File: src/rtl/load_store_unit_pkg.sv
// Shared types and helpers for the load/store unit: size codes, FSM states,
// alignment check and lane mask.
package load_store_unit_pkg;

  localparam int WORD = 64;

  localparam logic [1:0] SZ_B = 2'b00;
  localparam logic [1:0] SZ_H = 2'b01;
  localparam logic [1:0] SZ_W = 2'b10;
  localparam logic [1:0] SZ_D = 2'b11;

  typedef enum logic [1:0] {
    LSU_IDLE = 2'b00,
    LSU_LOAD = 2'b01,
    LSU_RMW  = 2'b10,
    LSU_DONE = 2'b11
  } lsu_state_e;

  function automatic logic misaligned(input logic [1:0] size, input logic [2:0] offset);
    logic bad;
    case (size)
      SZ_B:    bad = 1'b0;
      SZ_H:    bad = offset[0];
      SZ_W:    bad = |offset[1:0];
      SZ_D:    bad = |offset;
      default: bad = 1'b1;
    endcase
    return bad;
  endfunction

  function automatic logic [WORD-1:0] lane_mask(input logic [1:0] size);
    logic [WORD-1:0] m;
    case (size)
      SZ_B:    m = 64'h0000_0000_0000_00FF;
      SZ_H:    m = 64'h0000_0000_0000_FFFF;
      SZ_W:    m = 64'h0000_0000_FFFF_FFFF;
      SZ_D:    m = 64'hFFFF_FFFF_FFFF_FFFF;
      default: m = 64'hFFFF_FFFF_FFFF_FFFF;
    endcase
    return m;
  endfunction

endpackage

File: src/rtl/load_store_unit_byte_lane_align.sv
// Byte-lane alignment shared by loads (extract + extend) and sub-dword
// stores (mask + merge into the old memory word).
module byte_lane_align
  import load_store_unit_pkg::*;
(
  input  logic [1:0]      size,
  input  logic            sext,
  input  logic [2:0]      offset,
  input  logic [WORD-1:0] rdata,
  input  logic [WORD-1:0] wdata,
  output logic [WORD-1:0] load_data,
  output logic [WORD-1:0] merged
);

  logic [5:0]      shamt_s;
  logic [WORD-1:0] shifted_s;
  logic [WORD-1:0] mask_s;

  assign shamt_s   = {offset, 3'b000};
  assign shifted_s = rdata >> shamt_s;
  assign mask_s    = lane_mask(size) << shamt_s;

  // Extend the extracted lane and merge store data into the old word
  always_comb begin
    load_data = shifted_s;
    case (size)
      SZ_B:    load_data = {{(WORD-8){sext & shifted_s[7]}}, shifted_s[7:0]};
      SZ_H:    load_data = {{(WORD-16){sext & shifted_s[15]}}, shifted_s[15:0]};
      SZ_W:    load_data = {{(WORD-32){sext & shifted_s[31]}}, shifted_s[31:0]};
      SZ_D:    load_data = shifted_s;
      default: load_data = shifted_s;
    endcase
    merged = (rdata & ~mask_s) | ((wdata << shamt_s) & mask_s);
  end

endmodule

File: src/rtl/load_store_unit.sv
// Memory-stage load/store unit: turns byte-addressed requests into word-indexed
// data_memory accesses, with lane extraction for loads and RMW for narrow stores.
module load_store_unit
  import load_store_unit_pkg::*;
#(
  parameter int DEPTH = 1024,
  parameter int IDX_W = $clog2(DEPTH)
) (
  input  logic            clk,
  input  logic            reset,
  input  logic            req_valid,
  input  logic            req_read,
  input  logic            req_write,
  input  logic [1:0]      req_size,
  input  logic            req_signed,
  input  logic [WORD-1:0] req_addr,
  input  logic [WORD-1:0] req_wdata,
  output logic            stall,
  output logic            resp_valid,
  output logic [WORD-1:0] resp_rdata,
  output logic            fault,
  output logic            mem_read,
  output logic            mem_write,
  output logic [WORD-1:0] mem_address,
  output logic [WORD-1:0] mem_write_data,
  input  logic [WORD-1:0] mem_read_data
);

  lsu_state_e      state_r;
  logic [1:0]      size_r;
  logic            signed_r;
  logic [2:0]      offset_r;
  logic [IDX_W-1:0] idx_r;
  logic [WORD-1:0] wdata_r;
  logic            resp_valid_r;
  logic            fault_r;
  logic [WORD-1:0] resp_rdata_r;

  logic            can_accept_s;
  logic            accept_s;
  logic            oor_s;
  logic            bad_s;
  logic [IDX_W-1:0] req_idx_s;
  logic [WORD-1:0] load_data_s;
  logic [WORD-1:0] merged_s;
  logic            mem_read_s;
  logic            mem_write_s;
  logic [WORD-1:0] mem_address_s;
  logic [WORD-1:0] mem_write_data_s;
  logic            stall_s;

  // DONE already counts as idle so back-to-back requests lose no cycle
  assign can_accept_s = (state_r == LSU_IDLE) || (state_r == LSU_DONE);
  assign accept_s     = can_accept_s && req_valid && (req_read || req_write);
  assign req_idx_s    = req_addr[IDX_W+2:3];
  assign oor_s        = ({3'b000, req_addr[WORD-1:3]} >= WORD'(DEPTH));
  assign bad_s        = (req_read && req_write) || oor_s || misaligned(req_size, req_addr[2:0]);

  byte_lane_align u_align (
    .size      (size_r),
    .sext      (signed_r),
    .offset    (offset_r),
    .rdata     (mem_read_data),
    .wdata     (wdata_r),
    .load_data (load_data_s),
    .merged    (merged_s)
  );

  // Memory strobes, address/data and stall for the current state and request
  always_comb begin
    mem_read_s       = 1'b0;
    mem_write_s      = 1'b0;
    mem_address_s    = {WORD{1'b0}};
    mem_write_data_s = {WORD{1'b0}};
    stall_s          = 1'b0;
    case (state_r)
      LSU_IDLE, LSU_DONE: begin
        if (accept_s && !bad_s) begin
          mem_address_s = {{(WORD-IDX_W){1'b0}}, req_idx_s};
          if (req_read) begin
            mem_read_s = 1'b1;
            stall_s    = 1'b1;
          end else if (req_size == SZ_D) begin
            mem_write_s      = 1'b1;
            mem_write_data_s = req_wdata;
          end else begin
            mem_read_s = 1'b1;
            stall_s    = 1'b1;
          end
        end else begin
          stall_s = 1'b0;
        end
      end
      LSU_LOAD: stall_s = 1'b1;
      LSU_RMW: begin
        stall_s          = 1'b1;
        mem_write_s      = 1'b1;
        mem_address_s    = {{(WORD-IDX_W){1'b0}}, idx_r};
        mem_write_data_s = merged_s;
      end
      default: stall_s = 1'b0;
    endcase
  end

  // Reset must block any in-flight write from reaching memory
  assign mem_read       = mem_read_s & ~reset;
  assign mem_write      = mem_write_s & ~reset;
  assign mem_address    = mem_address_s & {WORD{~reset}};
  assign mem_write_data = mem_write_data_s & {WORD{~reset}};
  assign stall          = stall_s;
  assign resp_valid     = resp_valid_r;
  assign fault          = fault_r;
  assign resp_rdata     = resp_rdata_r;

  // Sequencing FSM with latched request fields and registered response
  always_ff @(posedge clk) begin
    if (reset) begin
      state_r      <= LSU_IDLE;
      size_r       <= 2'b00;
      signed_r     <= 1'b0;
      offset_r     <= 3'b000;
      idx_r        <= {IDX_W{1'b0}};
      wdata_r      <= {WORD{1'b0}};
      resp_valid_r <= 1'b0;
      fault_r      <= 1'b0;
      resp_rdata_r <= {WORD{1'b0}};
    end else begin
      resp_valid_r <= 1'b0;
      fault_r      <= 1'b0;
      resp_rdata_r <= {WORD{1'b0}};
      case (state_r)
        LSU_IDLE, LSU_DONE: begin
          state_r <= LSU_IDLE;
          if (accept_s) begin
            size_r   <= req_size;
            signed_r <= req_signed;
            offset_r <= req_addr[2:0];
            idx_r    <= req_idx_s;
            wdata_r  <= req_wdata;
            if (bad_s) begin
              resp_valid_r <= 1'b1;
              fault_r      <= 1'b1;
            end else if (req_read) begin
              state_r <= LSU_LOAD;
            end else if (req_size == SZ_D) begin
              resp_valid_r <= 1'b1;
            end else begin
              state_r <= LSU_RMW;
            end
          end
        end
        LSU_LOAD: begin
          resp_valid_r <= 1'b1;
          resp_rdata_r <= load_data_s;
          state_r      <= LSU_IDLE;
        end
        LSU_RMW: begin
          resp_valid_r <= 1'b1;
          state_r      <= LSU_DONE;
        end
        default: state_r <= LSU_IDLE;
      endcase
    end
  end

endmodule

File: config.mk
export PLATFORM = sky130hd
export DESIGN_NAME = load_store_unit
export DESIGN_NICKNAME = d
export VERILOG_FILES = /design/src/rtl/load_store_unit_pkg.sv /design/src/rtl/load_store_unit_byte_lane_align.sv /design/src/rtl/load_store_unit.sv
export SDC_FILE = /design/constraint.sdc
export NUM_CORES = 1
export LEC_CHECK = 0
export CAP_MARGIN = 20
export CELL_PAD_IN_SITES_DETAIL_PLACEMENT = 2
export CELL_PAD_IN_SITES_GLOBAL_PLACEMENT = 2
export CORE_UTILIZATION = 27
export DETAILED_ROUTE_END_ITERATION = 10
export GPL_TIMING_DRIVEN = 0
export PLACE_DENSITY_LB_ADDON = 0.25
export RECOVER_POWER = 50
export SYNTH_ARGS = -nofsm -noshare
export SYNTH_HDL_FRONTEND = slang
export SYNTH_SLANG_ARGS = --single-unit
File: constraint.sdc
create_clock -name clk -period 5.7 [get_ports clk]
set_input_delay 0.855 -clock clk [delete_from_list [all_inputs] [get_ports clk]]
set_output_delay 0.855 -clock clk [all_outputs]
set_load 0.01 [all_outputs]
==> results.json, run 1 <==
{
  "timing.fmax_ghz": 0.189,
  "postCtsSetupBuffers": 0,
  "grt_pass1_vias": 13000,
  "nets": 1900,
  "cpPeakStageDelay_ps": 680,
  "ys_types": 63,
  "crit_buf_inv": 5,
  "cts_resized": 0,
  "h-tree-depth": 4,
  "path_class": "flip-flop to primary output",
  "arrival_ps": 4430,
  "setup_violations": 0,
  "utilization": 0.404,
  "rows": 71,
  "fin_hold_ws_ps": 460,
  "avgSynthCellArea_um2": 8.17,
  "end_kind": "primary output",
  "postPlaceCellArea_mm2": 0.0147,
  "postSynthCellCount": 1284,
  "die_area_mm2": 0.0396,
  "ys_seq_area_frac": 0.283,
  "synth-edff-count": 0,
  "grt_pass1_wl_mm": 91.7,
  "cts_tree": "built",
  "synth_seq_cells": 148,
  "finalCriticalPeriod_ps": 5280,
  "skew_ps": 8.28,
  "hold_violations": 0,
  "place_congestion": 0.980,
  "cts_root_buffer": "clkbuf_16",
  "grtUsageTotal": 0.327,
  "drt-initial-drc-count": 750,
  "crit_top_cell": "clkbuf_1",
  "worstMarginPinSlew_ps": 1330,
  "crit_chain": "buf_4 > clkbuf_1 > clkbuf_1 > clkbuf_1 > o2bb2ai_1 > mux2i_1 > o2bb2ai_1 > clkdlybuf4s50_1",
  "grt_max_degree": 17,
  "worst_slack_ps": 419,
  "clock_path_buffers": 2,
  "maxSlewHeadroom": 0.0932,
  "r2r_slack_ps": 1750,
  "power.density_mw_per_mm2": 204,
  "synth-async-reset-ratio": 0,
  "hold_path_class": "flip-flop to flip-flop",
  "clock_latency_ps": 470,
  "start_util": 0.276,
  "post_drt_wl_per_cell_um": 29.2,
  "clock-sinks": 148,
  "slew_viol_final": 0,
  "cp-start-kind": "flip-flop",
  "area_growth_pct": 46.1,
  "dp_slack_ps": 685,
  "leakagePower_nw": 5.75,
  "core_area_mm2": 0.0379,
  "clk_pin_slew_ps": 60,
  "ir_drop_mv": 0.187,
  "path_max_fanout": 10,
  "antenna_found_initial": 2,
  "hold_path_depth": 2,
  "wirelength_mm": 64.8,
  "fin_tns_setup_ps": 0,
  "syn_area_mm2": 0.0105,
  "die_width_um": 199,
  "drt_pass1_iterations": 5,
  "overflow": 0,
  "dp_hpwl_mm": 53.5,
  "drtAntennaViolNets": 0,
  "min_period_over_period": 0.927,
  "drcViolationCount": 0,
  "die_h_um": 199,
  "cp.depth": 8,
  "critPathSlowestCell": "clkbuf_1",
  "hold_buffers": 0,
  "cts_made_buffers": 17,
  "cap_violations": 0,
  "yosys_warnings": 0,
  "ys.flop_type": "dfxtp_1",
  "rsz0062_at_grt": "false",
  "status": "finished, final reports clean",
  "final_cell_area_mm2": 0.0153,
  "critical_path.top_delay_family": "buffers and inverters",
  "drive_above_1_share": 0.126,
  "required_ps": 4850,
  "numPortBuffers": 341,
  "io_pins": 397,
  "vias": 12200,
  "ff2ff_path_depth": 8,
  "viasPerCell": 5.48
}
cell usage in the layout (no fill, tap or decap), types with 25 or more instances in the layout:
master | netlist | layout
clkbuf_1 | 54 | 65
mux4_2 | 37 | 37
clkdlybuf4s50_1 | 0 | 272
nor4_1 | 25 | 25
nand2_1 | 284 | 284
dfxtp_1 | 148 | 148
nor2_1 | 40 | 40
dlygate4sd3_1 | 0 | 69
mux2i_1 | 107 | 107
buf_4 | 67 | 67
o2bb2ai_1 | 49 | 49
conb_1 | 1 | 54
o21ai_0 | 25 | 25
a21oi_1 | 165 | 165
synth_stat cells, drive strengths merged (2+ instances only):
library cell,number,area (um2)
a211oi,11,105
a21o,18,135
a21oi,175,913
a221oi,6,58.8
a22o,19,166
a31o,4,35.0
a31oi,14,87.6
a32o,11,110
and2,4,25.0
and3,2,17.5
and4,7,61.3
buf,113,756
clkbuf,54,203
dfxtp,148,2960
ha,3,37.5
inv,20,75.1
mux2,23,259
mux2i,107,1070
mux4,37,833
nand2,284,1070
nand2b,5,31.3
nand4,8,50.1
nor2,40,150
nor2b,11,68.8
nor3,8,56.3
nor4,26,169
nor4b,2,17.5
o211ai,14,105
o21ai,25,125
o221ai,6,52.6
o22ai,9,56.3
o2bb2ai,50,444
o31ai,2,20.0
or2,3,18.8
or4,2,18.8
through the flow:
step           std cells  power, mW
4_1_cts             2221       3.12
6_report            2222       3.12
3_5_place_dp        2189       1.92
3_3_place_gp        2189       1.91
2_1_floorplan       1337       1.51
5_1_grt             2222       3.21
report_power, final:
part | total [mW] | internal (mW) | switching (mW)
combinational | 0.806 | 0.332 | 0.474
clock | 1.20 | 0.697 | 0.504
sequential | 1.12 | 1.07 | 0.0507
total | 3.12 | 2.10 | 1.03
layer usage:
layer | vias up | track usage | share of wire
li1 | 5400 | - | -
met1 | 6166 | 0.407 | 0.42
met2 | 488 | 0.551 | 0.48
met3 | 117 | 0.0493 | 0.054
met4 | 2 | 0.154 | 0.044
met5 | - | 0 | 0.00012
kinds of logic (layout without fill, tap and decap cells):
kind of cell,count (synthesis),in the layout,share of synthesized area
buffers and inverters,187,560,0.0985
adders and majority gates,3,3,0.00358
muxes,167,167,0.206
other,1,55,0.000358
AOI/OAI and AO/OA,373,373,0.239
DFF,148,148,0.283
and+or+nand+nor,405,405,0.169
cell type report:
cell class | instances | area (um2)
Multi-Input combinational cell | 1002 | 6670
Clock buffer | 19 | 443
Antenna cell | 1 | 2.50
Clock inverter | 13 | 158
Timing Repair Buffer | 341 | 3410
Tap cell | 511 | 639
Buffer | 167 | 952
Inverter | 20 | 75.1
Sequential cell | 148 | 2960
Fill cell | 4325 | 22600
worst paths after layout:
path | from | end
min reg2reg | idx_r[4] | idx_r[4]
max reg2reg | offset_r[0] | resp_rdata[2]
min | idx_r[4] | idx_r[4]
max | offset_r[0] | mem_write_data[23]
state kept, by name, indices dropped and copies added (netlist names):
signal	cells
state_r	2
resp_valid	1
signed_r	1
offset_r	3
resp_rdata	64
size_r	2
wdata_r	64
fault	1
idx_r	10
worst register-to-register path: cells and delay by family (launching register included):
kind,cells,cell delay [ps]
flops,1,420
simple gates,1,80
mux,1,200
compound gates,1,240
buf+inv,5,2870
No activity file was read; power rests on OpenSTA's default activity.
==> run 2, diff against run 1 <==
--- a/config.mk
+++ b/config.mk
@@ -8,6 +8,7 @@
 export CAP_MARGIN = 20
 export CELL_PAD_IN_SITES_DETAIL_PLACEMENT = 2
 export CELL_PAD_IN_SITES_GLOBAL_PLACEMENT = 2
+export CORE_ASPECT_RATIO = 1.4
 export CORE_UTILIZATION = 27
 export DETAILED_ROUTE_END_ITERATION = 10
 export GPL_TIMING_DRIVEN = 0
==> results.json, run 2 (synthesis results as in run 1) <==
{
  "path_max_fanout": 7,
  "final_cell_mix": "284 x nand2_1, 273 x clkdlybuf4s50_1, 171 x a21oi_1",
  "area_growth_pct": 46.1,
  "io_pins": 397,
  "drcViolationCount": 0,
  "core_area_mm2": 0.0384,
  "place_congestion": 0.951,
  "h-tree-depth": 4,
  "finalCriticalPeriod_ps": 5290,
  "clock_path_buffers": 2,
  "cp-start-kind": "input pin",
  "fin_hold_ws_ps": 466,
  "fin_tns_setup_ps": 0,
  "skew_ps": 8.26,
  "use_met3": 0.0479,
  "overflow": 0,
  "hold_path_class": "flip-flop to flip-flop",
  "ir_drop_mv": 0.189,
  "cts_tree": "built",
  "path_class": "input pin to primary output",
  "vias": 12200,
  "clk_pin_slew_ps": 70,
  "clock_latency_ps": 460,
  "worstMarginPinSlew_ps": 1090,
  "arrival_ps": 4430,
  "cts_made_buffers": 17,
  "mostFrequentLayoutCell": "nand2_1",
  "dp_hpwl_mm": 54.5,
  "leakagePower_nw": 5.76,
  "rsz0062_at_grt": "false",
  "swShare": 0.332,
  "slew_viol_final": 0,
  "grt_pass1_wl_mm": 93.5,
  "gr-usage-met2": 0.603,
  "hold_path_depth": 2,
  "required_ps": 4850,
  "hold_violations": 0,
  "nets": 1902,
  "min_period_over_period": 0.927,
  "viasPerCell": 5.46,
  "busiest_layer": "met2",
  "end_kind": "primary output",
  "r2r_slack_ps": 1920,
  "numPortBuffers": 341,
  "utilization": 0.399,
  "grt_max_degree": 17,
  "antennaDiodeCount": 0,
  "rows": 85,
  "power_switching_mw": 1.04,
  "cts_root_buffer": "clkbuf_16",
  "timing.fmax_ghz": 0.189,
  "die_area_mm2": 0.0396,
  "met1_usage": 0.348,
  "status": "finished, final reports clean",
  "combPwrFrac": 0.256,
  "start_util": 0.273,
  "drt-initial-drc-count": 720,
  "die_h_um": 235,
  "hold_buffers": 0,
  "cap_violations": 0,
  "postCtsSetupBuffers": 0,
  "drive_above_1_share": 0.123,
  "post_drt_wl_per_cell_um": 29.3,
  "power.density_mw_per_mm2": 204,
  "wirelength_mm": 65.5,
  "drt_pass1_iterations": 5,
  "cts_resized": 0,
  "clock-sinks": 148,
  "maxSlewHeadroom": 0.251,
  "die_width_um": 169,
  "setup_violations": 0,
  "grtUsageTotal": 0.329,
  "drtAntennaViolNets": 0,
  "ff2ff_path_depth": 8,
  "p_int_mw": 2.09,
  "p_clk_frac": 0.388,
  "antenna_found_initial": 1,
  "grt_pass1_vias": 13300,
  "p_seq_frac": 0.356
}
-- run 2: cell types whose count changed in the layout (fill, tap and decap cells not counted), moves of 2 or more --
cell / delta
a21oi_1: +6
a21oi_2: -6
buf_1: +4
clkinv_4: +3
buf_4: +2
clkbuf_1: -2
clkinv_2: -2
clkinvlp_4: -2
inv_6: +2
-- run 2: through the flow --
stage	total power [mW]	instance area, um2	worst slack (ps)	instances
6_report	3.13	15300	413	2234
3_5_place_dp	1.92	14800	480	2202
3_3_place_gp	1.91	14800	624	2200
5_1_grt	3.21	15300	326	2234
4_1_cts	3.13	15400	473	2234
2_1_floorplan	1.51	10700	2370	1337
-- run 2: power by group through the flow --
stage	sequential [mW]	clock, mW	combinational, mW
6_report	1.12	1.21	0.800
5_1_grt	1.12	1.26	0.836
4_1_cts	1.11	1.22	0.790
3_5_place_dp	1.14	0	0.786
3_3_place_gp	1.13	0	0.773
2_1_floorplan	1.11	0	0.402
-- run 2: per-layer routing --
metal / vias to the layer above / share of wire
li1: 5401 / -
met1: 6065 / 0.37
met2: 560 / 0.51
met3: 167 / 0.050
met4: 0 / 0.068
met5: - / 0
-- run 2: final timing paths --
| check | start | end |
|---|---|---|
| max | req_read | mem_write_data[45] |
| min | idx_r[8] | idx_r[8] |
| max reg2reg | offset_r[0] | resp_rdata[3] |
| min reg2reg | idx_r[8] | idx_r[8] |
-- run 2: worst max-delay path, stage by stage --
cell             delay [ps]
dlygate4sd3_1           650
a22oi_1                 270
nand4_1                 220
nor4_1                  860
nand4_1                 410
o21ai_0                 510
clkdlybuf4s50_1         640
-- run 2: layout make-up --
cell class | count | area [um2]
inverters | 20 | 75.1
multi-input cells | 1002 | 6650
fillers | 4343 | 23100
flip-flops and latches | 148 | 2960
clock inverters | 14 | 176
plain buffers | 167 | 943
repair buffers | 343 | 3430
clock buffers | 18 | 429
well taps | 522 | 653
